==> config.mk <==
export PLATFORM = sky130hd
export DESIGN_NAME = arb_requester
export DESIGN_NICKNAME = d
export VERILOG_FILES = /design/src/rtl/arb_pkg.sv /design/src/rtl/arb_wdog_counter.sv /design/src/rtl/arb_requester.sv
export SDC_FILE = /design/constraint.sdc
export NUM_CORES = 1
export LEC_CHECK = 0
export BUFFER_PORTS_ARGS = -buffer_cell sky130_fd_sc_hd__buf_2
export CELL_PAD_IN_SITES_DETAIL_PLACEMENT = 1
export CELL_PAD_IN_SITES_GLOBAL_PLACEMENT = 1
export CORE_ASPECT_RATIO = 0.7
export CORE_MARGIN = 10
export CORE_UTILIZATION = 40
export CTS_CLUSTER_DIAMETER = 60
export CTS_CLUSTER_SIZE = 10
export DETAILED_ROUTE_END_ITERATION = 8
export GPL_TIMING_DRIVEN = 1
export PLACE_DENSITY = 0.79
export SLEW_MARGIN = 20
export SYNTH_ARGS = -nofsm -noshare
export SYNTH_HDL_FRONTEND = slang
export SYNTH_SLANG_ARGS = --single-unit
==> constraint.sdc <==
create_clock -name clk -period 2.01 [get_ports clk]
set_input_delay 0.3015 -clock clk [delete_from_list [all_inputs] [get_ports clk]]
set_output_delay 0.3015 -clock clk [all_outputs]
set_load 0.01 [all_outputs]
==> src/rtl/arb_pkg.sv <==
// Shared definitions for the arbiter requester: FSM state encoding.
package arb_pkg;

  localparam int unsigned STATE_W = 2;

  typedef enum logic [STATE_W-1:0] {
    IDLE = 2'd0,
    WAIT = 2'd1,
    XFER = 2'd2
  } arb_state_e;

endpackage

==> src/rtl/arb_wdog_counter.sv <==
// Counts consecutive ungranted request cycles; saturates at TIMEOUT.
module arb_wdog_counter #(
  parameter int unsigned TIMEOUT = 64
) (
  input  logic clk,
  input  logic rst,
  input  logic clear,
  input  logic inc,
  output logic tc
);

  localparam int unsigned CW = $clog2(TIMEOUT + 1);
  localparam logic [CW-1:0] LIMIT     = CW'(TIMEOUT);
  localparam logic [CW-1:0] LIMIT_M1  = CW'(TIMEOUT - 1);

  logic [CW-1:0] count;

  always_ff @(posedge clk) begin
    if (rst || clear) begin
      count <= '0;
    end else if (inc && (count != LIMIT)) begin
      count <= count + 1'b1;
    end
  end

  // Asserted in the cycle whose increment brings the count to TIMEOUT.
  assign tc = inc && (count == LIMIT_M1);

endmodule

==> src/rtl/arb_requester.sv <==
// Issues a request to one arbiter port and consumes job_len+1 granted beats,
// aborting if the grant is withheld for TIMEOUT consecutive cycles.
module arb_requester
  import arb_pkg::*;
#(
  parameter int unsigned LEN_WIDTH = 8,
  parameter int unsigned TIMEOUT   = 64
) (
  input  logic                 clk,
  input  logic                 rst,
  input  logic                 job_valid,
  input  logic [LEN_WIDTH-1:0] job_len,
  output logic                 job_ready,
  output logic                 request,
  input  logic                 grant,
  output logic                 beat,
  output logic                 done,
  output logic                 timeout,
  output logic                 busy
);

  arb_state_e           state, state_next;
  logic [LEN_WIDTH-1:0] remaining, remaining_next;
  logic                 done_next, timeout_next;
  logic                 wd_clear, wd_inc, wd_tc;

  assign job_ready = (state == IDLE);
  assign busy      = ~job_ready;
  assign request   = (state != IDLE);
  // A grant arriving after release is a lagging arbiter grant and is ignored.
  assign beat      = request && grant;
  assign wd_inc    = request && !grant;

  arb_wdog_counter #(
    .TIMEOUT(TIMEOUT)
  ) u_wdog (
    .clk  (clk),
    .rst  (rst),
    .clear(wd_clear),
    .inc  (wd_inc),
    .tc   (wd_tc)
  );

  always_comb begin
    state_next     = state;
    remaining_next = remaining;
    done_next      = 1'b0;
    timeout_next   = 1'b0;
    wd_clear       = 1'b0;
    unique case (state)
      IDLE: begin
        if (job_valid) begin
          state_next     = WAIT;
          remaining_next = job_len;
          wd_clear       = 1'b1;
        end
      end
      default: begin
        if (beat) begin
          wd_clear = 1'b1;
          if (remaining == '0) begin
            state_next = IDLE;
            done_next  = 1'b1;
          end else begin
            remaining_next = remaining - 1'b1;
            state_next     = XFER;
          end
        end else if (wd_tc) begin
          state_next   = IDLE;
          timeout_next = 1'b1;
        end else begin
          state_next = WAIT;
        end
      end
    endcase
  end

  always_ff @(posedge clk) begin
    if (rst) begin
      state     <= IDLE;
      remaining <= '0;
      done      <= 1'b0;
      timeout   <= 1'b0;
    end else begin
      state     <= state_next;
      remaining <= remaining_next;
      done      <= done_next;
      timeout   <= timeout_next;
    end
  end

endmodule

==> impl_results.md, run 1 <==
- CP max FO: 15
- Count of different cell masters after synthesis: 44
- Yosys warns: 0
- Fin cells: approximately 180
- Critical Path RT: 2.19 ns
- Die ar.: just over 5000 um2
- Pins Over Slew Limit: 0
- WP data arrival: ~1.9 ns
- Site row count: 15
- CP Capture Type: register
- Vias per std cell: just under 6
- MaxCap Viol Count: 0
- FMAX: about 580 MHz
- First-pass GRT wire length: a little over 5000 um
- Share of the synthesized area in the top cell type: 35.35%
- DRC errors left: 0
- Die H: between 60 and 70 um
- H-tree depth: 1
- DR pass1 iterations: 4
- Syn Area/Cell: around 8.5 um2
- Switching Share: between 30 and 40%
- Vias in the first global route: about 1000
- IO Pins: 18
- Post-CTS Hold Fix Bufs: 0
- CTS buffer count: 3
- Critical path startpoint: state[0]
- WL/cell: about 17 um
- Hold Crit Start: job_len[0]
- Internal Power: about 650 uW
- Core Region: ~2500 um2
- Worst path max stage delay: roughly 0.4 ns
- Max VDD drop: between 0.0003 and 0.0004 V
- Antenna-violating nets left: 0
- Clock skew: between 0.003 and 0.004 ns
- Worst Path Buf+Inv: 1
- Worst slew margin: 66.11%
- Final nets: 160
- Most area-hungry cell type in the Yosys netlist: dfxtp_1
- Worst reg2reg path startpoint: state[0]
- Post-Syn Nets: approximately 140
- Crit share post-route: between 80% and 90%
- Final setup violating endpoints: 0
- Gpl congestion: around 0.79
- Fraction of layout cells with a size suffix above 1: 20.98%
- Clk sink count: 19
- CP cell instances: or2_1, inv_4, nand2_2, nand3_1, a21oi_1
- Post-Syn Instances: roughly 130
- P_sw: about 320 uW
- Initial cell density of the core: between 40% and 50%
- Slowest CP cell: or2_1
- TNS Setup: 0 ns
- Antenna violations before repair: 0
- Post-Route WL: 2972 um
- Area grow syn2layout: 13.49%
- CTS tree: done
- CP delay by family, top: simple AND/OR/NAND/NOR gates
- Synth Flop Type: dfxtp_1
- IO Port Bufs: 17
- Logic gate share of total power: 27.8%
- Flop pwr share: between 40 and 50%
- Reg2reg setup slack: about 0.29 ns
- Clk pin slew, worst setup/hold paths: approximately 0.07 ns
- Skew-Pair Late Insertion Delay: ~0.26 ns
- DRT iter0 DRCs: 98
- Static leakage: between 0.4 and 0.5 nW
- Synthesized flop and latch total: 19
- Largest net degree at the start of global routing: 16
- Vias: roughly 1000
- Post-synth EDFFs: 0
- Largest buffer count on any clock path: 2
- DPL Wire Length: 2308 um
- Dominant cells by area after synthesis: dfxtp_1, nand3_1, ha_1
- All-Layer GR Usage: about an eighth
- Final Hold Fails: 0
- Grt ovf: 0
- Class of the most critical setup path: register to register
- Commonest cells post-synth: dfxtp_1, nand3_1, nor2_1, a21oi_1, nand2_1
- Register area share after synthesis: between 30% and 40%
- Clock Power Share: approximately 28%
- Setup bufs post-CTS: 0
- N_diodes: 0
- Final Core Density: around 50%
- Count leader, synth: dfxtp_1
- Slew @ Worst Pin: just over 0.5 ns
- Unrepaired setup endpoints after global routing: false
- P per Cell Area: ~790 nW/um2
- Share of async-settable or async-resettable flops after synthesis: 0%
- Die Wd: between 80 and 90 um
- Final min period: 1.722 ns
- Critical Path Source Type: register
- Mapped cell area: approximately 1100 um2
- Hold WC Path Type: input pin to register
- Status: complete, no violations
- Root buffer cell: clkbuf_8
- Placed Cells: around 170
==> power by group through the flow <==
| stage | Clock (mW) | Combinational [mW] | Sequential, mW |
|---|---|---|---|
| floorplan | 0 | 0.207 | 0.434 |
| global placement | 0 | 0.259 | 0.438 |
| detailed placement | 0 | 0.266 | 0.440 |
| CTS | 0.274 | 0.270 | 0.433 |
| global route | 0.303 | 0.306 | 0.437 |
| finish | 0.267 | 0.270 | 0.433 |
==> tightest hold or removal path, delay by kind of cell <==
family	cells	cell delay [ns]
compound gates	1	0.07
buf+inv	1	0.10
simple gates	1	0.06
==> final timing paths <==
kind         cells past startpoint         endpoint
max                              5  u_wdog.count[2]
min                              3     remaining[0]
max reg2reg                      5  u_wdog.count[2]
min reg2reg                      2     remaining[7]
==> sequential cells by signal, summed over array words and instances, names as in the netlist <==
register / count
state: 2
timeout: 1
u_wdog.count: 7
done: 1
remaining: 8
==> final cells by class <==
type	instances	area, um2
timing repair buffer	18	92.59
multi-input combinational	94	626.9
tap	34	42.54
fill	324	1294
sequential	19	380.4
clock inverter	1	5.005
clock buffer	3	41.29
inverter	8	32.53
==> kinds of logic after synthesis <==
group,synth area share (%)
DFF,35.35
muxes,0.9303
AOI/OAI and AO/OA,21.40
adders and majority gates,4.651
xor gates and xnor gates,4.071
buffers and inverters,6.396
and+or+nand+nor,27.21
==> per-stage QoR <==
step / area, um2 / power, mW / hold slack [ns] / worst slack (ns)
2_1_floorplan: 1076 / 0.6419 / 0.4512 / 0.5815
3_3_place_gp: 1175 / 0.6973 / 0.4681 / 0.4427
3_5_place_dp: 1175 / 0.7067 / 0.4889 / 0.3283
4_1_cts: 1221 / 0.9767 / 0.3216 / 0.05638
5_1_grt: 1221 / 1.046 / 0.3244 / 0.06376
6_report: 1221 / 0.9707 / 0.3231 / 0.2876
==> placed cells by master (no fill, tap or decap), types with 2 or more instances in the layout <==
master,count
dfxtp_1,19
buf_2,17
nand3_1,14
nor2_1,10
nand2_1,8
a21oi_1,8
inv_1,7
nor3_1,6
ha_1,4
xnor2_1,3
clkbuf_8,3
o22ai_1,2
o32ai_1,2
nor4_1,2
nand4_1,2
xor2_1,2
a31oi_1,2
and3_1,2
nand4b_1,2
a22o_1,2
==> metal layers <==
layer,wire [um],up-vias,global-route usage [%],part of all wire [%]
li1,-,499,-,-
met1,1464,487,17.71,49
met2,1225,34,16.70,41
met3,252,4,4.674,8.5
met4,29,0,2.542,0.98
met5,0,-,0,0
==> repair_timing <==
item                                   CTS  global route
resized for setup                        0             1
endpoints found under the hold margin    0             0
setup endpoints to repair                0             1
No activity file was read; power rests on OpenSTA's default activity.
==> run 2: changes to the inputs <==
clock period = 1.8 ns   (was 2.01 ns; I/O delays follow)
==> impl_results.md, run 2 (synthesis gave the netlist of run 1 again) <==
- Hold Crit Start: job_len[0]
- Final Core Density: 49.15% (+0.60 points)
- CP delay by family, top: compound AO/OA/AOI/OAI gates
- Critical Path Source Type: register
- Critical Path RT: 1.96 ns (-0.23 ns)
- DRC errors left: 0 (unchanged)
- Clock skew: 0.005687 ns (+0.002639 ns)
- H-tree depth: 1 (unchanged)
- Cell area after layout: 1236 um2 (+1.2%)
- Gpl congestion: 0.8087 (+1.9%)
- Root buffer cell: clkbuf_8
- Max VDD drop: 0.0004162 V (+19%)
- Class of the most critical setup path: register to register
- Filler cells: 326 (+0.62%)
- N_diodes: 0 (unchanged)
- Slew @ Worst Pin: 0.4035 ns (-0.1011 ns)
- Area grow syn2layout: 14.88%
- Post-CTS sizing: 0 (unchanged)
- Core Region: 2515 um2 (unchanged)
- Die Wd: 81.99 um (unchanged)
- Most frequent cells in the layout: dfxtp_1, buf_2, nand3_1
- Largest buffer count on any clock path: 2 (unchanged)
- Die H: 63.40 um (unchanged)
- IO Pins: 18 (unchanged)
- Most common cell after layout, fill and taps aside: dfxtp_1
- Status: complete, no violations
- Slowest CP cell: dfxtp_1
- Dpl cell area: 1190 um2 (+1.3%)
- Hold WC Path Type: input pin to register
- Max reg flops: 8 (unchanged)
- Critical path startpoint: remaining[1]
- Antenna violations before repair: 0 (unchanged)
- Worst path max stage delay: 0.44 ns (+0.04 ns)
- CP max FO: 5 (-10)
- Worst slew margin: 72.97% (+6.9 points)
- CP endpoint: remaining[5]
- Pins Over Slew Limit: 0 (unchanged)
- Vias: 1017 (-0.68%)
- Clk pin slew, worst setup/hold paths: 0.07 ns (about the same)
- Fin cells: 179 (+1.1%)
- TNS Setup: 0 ns (unchanged)
- Vias per std cell: 5.682 (-1.8%)
- Reg2reg setup slack: 0.20 ns (-0.09 ns)
- Post-Route WL: 2964 um (-0.27%)
- DR pass1 iterations: 4 (unchanged)
- CP cell instances: inv_1, ha_1, a31oi_2, nor2_1, o32ai_1
- Grt ovf: 0 (unchanged)
- Worst r2r path cells: 5 (unchanged)
- CP Capture Type: register
- Largest regs: remaining x8, u_wdog.count x7, state x2
- Final nets: 162 (+1.3%)
- Worst reg2reg path startpoint: remaining[1]
- Fraction of layout cells with a size suffix above 1: 22.07% (+1.1 points)
- Pre-CTS WS: 0.2532 ns (-0.07508 ns)
- Crit. path cell count: 5 (unchanged)
- Reg2reg end: remaining[5]
- All-Layer GR Usage: 12.03% (-0.31 points)
- MaxCap Viol Count: 0 (unchanged)
- Worst Path Buf+Inv: 1 (unchanged)
- Clk sink count: 19 (unchanged)
- Unrepaired setup endpoints after global routing: false
- P per Cell Area: 895.7 nW/um2 (+13%)
- Initial cell density of the core: 42.79% (unchanged)
- CTS buffer count: 3 (unchanged)
- Largest Register: remaining
- Static leakage: 0.4765 nW (+1.9%)
- Largest net degree at the start of global routing: 16 (unchanged)
- IO Port Bufs: 17 (unchanged)
- CTS tree: done
- Placed Cells: 175 (+1.2%)
- Final min period: 1.599 ns (-0.1235 ns)
- Skew-Pair Late Insertion Delay: 0.26 ns (about the same)
- WP data arrival: 1.76 ns (-0.15 ns)
- Final setup violating endpoints: 0 (unchanged)
- Site row count: 15 (unchanged)
- Post-CTS Hold Fix Bufs: 0 (unchanged)
- DRT iter0 DRCs: 89 (-9.2%)
- Antenna-violating nets left: 0 (unchanged)
- Final Hold Fails: 0 (unchanged)
- WL/cell: 16.56 um (-1.4%)
- FMAX: 625.4 MHz (+7.7%)
- Crit share post-route: 88.83% (+3.1 points)
- Vias in the first global route: 1044 (+3.8%)
- DPL Wire Length: 2361 um (+2.3%)
- First-pass GRT wire length: 5009 um (-1.1%)
- Setup bufs post-CTS: 0 (unchanged)
- Slack of the critical path: 0.2011 ns (-0.08654 ns)
- Die ar.: 5198 um2 (unchanged)
-- run 2: cell types whose count changed in the layout (fill, tap and decap cells not counted), sizes merged --
cell	before	now
buf	18	20
-- run 2: routing by layer --
layer	routed length, um	global-route usage [%]	part of all wire (%)
met1	1450	16.17	49
met2	1206	16.50	41
met3	257	5.099	8.7
met4	50	4.025	1.7
met5	0	0	0
-- run 2: area by class of cell --
type                    count  area, um2  share of cell area [%]
multi-input cells          94      626.9                   50.71
inverters                   8      32.53                   2.632
flip-flops and latches     19      380.4                   30.77
clock inverters             1      5.005                  0.4049
clock buffers               3      41.29                   3.340
well taps                  34      42.54                   3.441
repair buffers             20      107.6                   8.704
-- run 2: where the power goes --
part | switching, mW | internal, mW | leakage, nW
logic | 0.186 | 0.132 | 0.296
clock network | 0.149 | 0.154 | 0.0255
registers | 0.0373 | 0.448 | 0.155
-- run 2: metrics by stage --
step	hold WS (ns)	power [mW]
after detailed placement	0.4939	0.8085
after global routing	0.3461	1.178
after CTS	0.3392	1.119
after floorplan	0.4420	0.7167
final	0.3542	1.107
after global placement	0.4716	0.7974
-- run 2: worst reg2reg max path: cells and delay by family (launching register included) --
| family | cells | cell delay, ns |
|---|---|---|
| adder cells (fa/ha/maj) | 1 | 0.24 |
| flip-flops | 1 | 0.44 |
| AO/OA/AOI/OAI | 2 | 0.57 |
| AND/OR/NAND/NOR | 1 | 0.14 |
| buffers and inverters | 1 | 0.11 |
-- run 2: how the worst min path moves through the flow --
stage / endpoint / slack [ns] / depth (start not counted)
2_1_floorplan: remaining[0] / 0.44 / 2
3_5_place_dp: remaining[6] / 0.49 / 2
6_report: remaining[0] / 0.35 / 3
3_3_place_gp: remaining[7] / 0.47 / 2
4_1_cts: remaining[0] / 0.34 / 3
5_1_grt: remaining[0] / 0.35 / 3
==> run 3: changes to the inputs <==
CORE_UTILIZATION = 36   (was 40)
PLACE_DENSITY = 0.82   (was 0.79)
clock period = 1.4 ns   (was 1.8 ns; I/O delays follow)
==> impl_results.md, run 3 (synthesis gave the netlist of run 1 again) <==
- Class of the most critical setup path: register to register
- Initial cell density of the core: 38.12% (-4.7 points)
- CP max FO: 5 (unchanged)
- Max reg flops: 8 (unchanged)
- Final nets: 179 (+10%)
- Max VDD drop: 0.0003743 V (-10%)
- Status: finished, violations left
- TNS Setup: -0.1164 ns (-0.1164 ns)
- Pre-CTS WS: -0.09242 ns (-0.3456 ns)
- Crit share post-route: 104.7% (+16 points)
- Die H: 65.74 um (+3.7%)
- CP cell instances: inv_1, ha_2, a31oi_2, o22ai_1, a31o_2
- Grt ovf: 0 (unchanged)
- Gpl congestion: 0.8821 (+9.1%)
- Pins Over Slew Limit: 0 (unchanged)
- Hold WC Path Type: input pin to register
- Skew-Pair Late Insertion Delay: 0.26 ns (about the same)
- FMAX: 682.4 MHz (+9.1%)
- Final Hold Fails: 0 (unchanged)
- Vias per std cell: 5.566 (-2.0%)
- Clk sink count: 19 (unchanged)
- DRC errors left: 0 (unchanged)
- Slowest CP cell: dfxtp_2
- Final min period: 1.465 ns (-0.1336 ns)
- Most common cell after layout, fill and taps aside: buf_4
- Largest net degree at the start of global routing: 13 (-3)
- Fin cells: 198 (+11%)
- Antenna violations before repair: 0 (unchanged)
- Largest Register: remaining
- Post-Route WL: 3648 um (+23%)
- DR pass1 iterations: 4 (unchanged)
- DRT iter0 DRCs: 84 (-5.6%)
- Placed Cells: 193 (+10%)
- CTS tree: done
- Filler cells: 328 (+0.61%)
- N_diodes: 0 (unchanged)
- Cell area after layout: 1469 um2 (+19%)
- H-tree depth: 1 (unchanged)
- WL/cell: 18.42 um (+11%)
- IO Pins: 18 (unchanged)
- First-pass GRT wire length: 5582 um (+11%)
- Slew @ Worst Pin: 0.3419 ns (-0.06165 ns)
- Switching Share: 34.32% (+0.65 points)
- Largest regs: remaining x8, u_wdog.count x7, state x2
- Most frequent cells in the layout: buf_4, buf_2, nand3_1
- Total power: 1.588 mW (+43%)
- Final Core Density: 52.04% (+2.9 points)
- Critical Path Source Type: register
- CP delay by family, top: compound AO/OA/AOI/OAI gates
- Dpl cell area: 1313 um2 (+10%)
- Site row count: 16 (+1)
- Internal Power: 1.043 mW (+42%)
- DPL Wire Length: 2560 um (+8.4%)
- Slack of the critical path: -0.06533 ns (-0.2664 ns)
- Failing checks: negative setup slack
- Worst slew margin: 77.13% (+4.2 points)
- Vias in the first global route: 1132 (+8.4%)
- Die Wd: 85.35 um (+4.1%)
- CP Capture Type: register
- Antenna-violating nets left: 0 (unchanged)
- Root buffer cell: clkbuf_8
- P per Cell Area: 1081 nW/um2 (+21%)
- Area grow syn2layout: 36.51%
- Flop pwr share: 38.6% (-5.3 points)
- Unrepaired setup endpoints after global routing: true
- Critical Path RT: 1.55 ns (-0.41 ns)
- MaxCap Viol Count: 0 (unchanged)
- Core Region: 2823 um2 (+12%)
- Logic gate share of total power: 36.6% (+7.9 points)
- All-Layer GR Usage: 12.31% (+0.28 points)
- IO Port Bufs: 17 (unchanged)
- Worst Path Buf+Inv: 1 (unchanged)
- CTS buffer count: 3 (unchanged)
- Final setup violating endpoints: 4 (+4)
- Static leakage: 0.6029 nW (+27%)
- WP data arrival: 1.62 ns (-0.14 ns)
- Clk pin slew, worst setup/hold paths: 0.08 ns (about the same)
- Largest buffer count on any clock path: 2 (unchanged)
- P_sw: 544.9 uW (+46%)
- Post-CTS Hold Fix Bufs: 0 (unchanged)
- Die ar.: 5611 um2 (+7.9%)
- Clock Power Share: 24.8% (-2.6 points)
- Fraction of layout cells with a size suffix above 1: 42.59% (+21 points)
- Clock skew: 0.007545 ns (+0.001858 ns)
- Hold Slack: 0.2601 ns (-0.09408 ns)
- Vias: 1102 (+8.4%)
- Worst path max stage delay: 0.35 ns (-0.09 ns)
==> run 3: cell count changes in the layout (fill, tap and decap cells not counted), moves of 2 or more <==
cell     before  now
ha_1          4    0
inv_1         7    5
buf_4         3   18
dfxtp_1      19   13
ha_2          0    3
dfxtp_2       0    6
inv_2         0    2
==> run 3: path summary, 6_finish.rpt <==
check                from           end  slack (ns)  cells past startpoint
min            job_len[0]  remaining[0]        0.26                      3
min reg2reg  remaining[5]  remaining[5]        0.50                      2
max          remaining[0]  remaining[4]       -0.07                      5
max reg2reg  remaining[0]  remaining[4]       -0.07                      5
==> run 3: tightest hold or removal path, delay by kind of cell <==
| kind | cells | cell delay (ns) |
|---|---|---|
| compound gates | 1 | 0.09 |
| simple gates | 1 | 0.09 |
| buf+inv | 1 | 0.09 |
==> run 3: repair_timing <==
action | CTS | global route
endpoints found under the setup margin | 8 | 14
pin swaps | 2 | 7
gates cloned | 0 | 0
gates resized for setup | 11 | 18
buffers inserted | 0 | 1
==> run 3: layer usage <==
| metal | track usage (%) | share of wire, % |
|---|---|---|
| met3 | 3.571 | 5.1 |
| met4 | 3.074 | 0.79 |
| met1 | 16.19 | 45 |
| met5 | 0 | 0 |
| met2 | 19.22 | 49 |
==> run 3: area by class of cell <==
class,instances,area [um2],area share (%)
clock inverter,1,5.005,0.3407
tap,36,45.04,3.066
timing repair buffer,37,246.5,16.78
inverter,8,32.53,2.215
clock buffer,3,41.29,2.811
sequential,19,387.9,26.41
multi-input combinational,94,710.7,48.38
==> run 3: power groups by stage <==
stage	Sequential, mW	Clock, mW	Combinational [mW]
2_1_floorplan	0.624	0	0.298
3_3_place_gp	0.617	0	0.475
3_5_place_dp	0.619	0	0.499
4_1_cts	0.608	0.394	0.534
5_1_grt	0.617	0.439	0.628
6_report	0.613	0.394	0.581
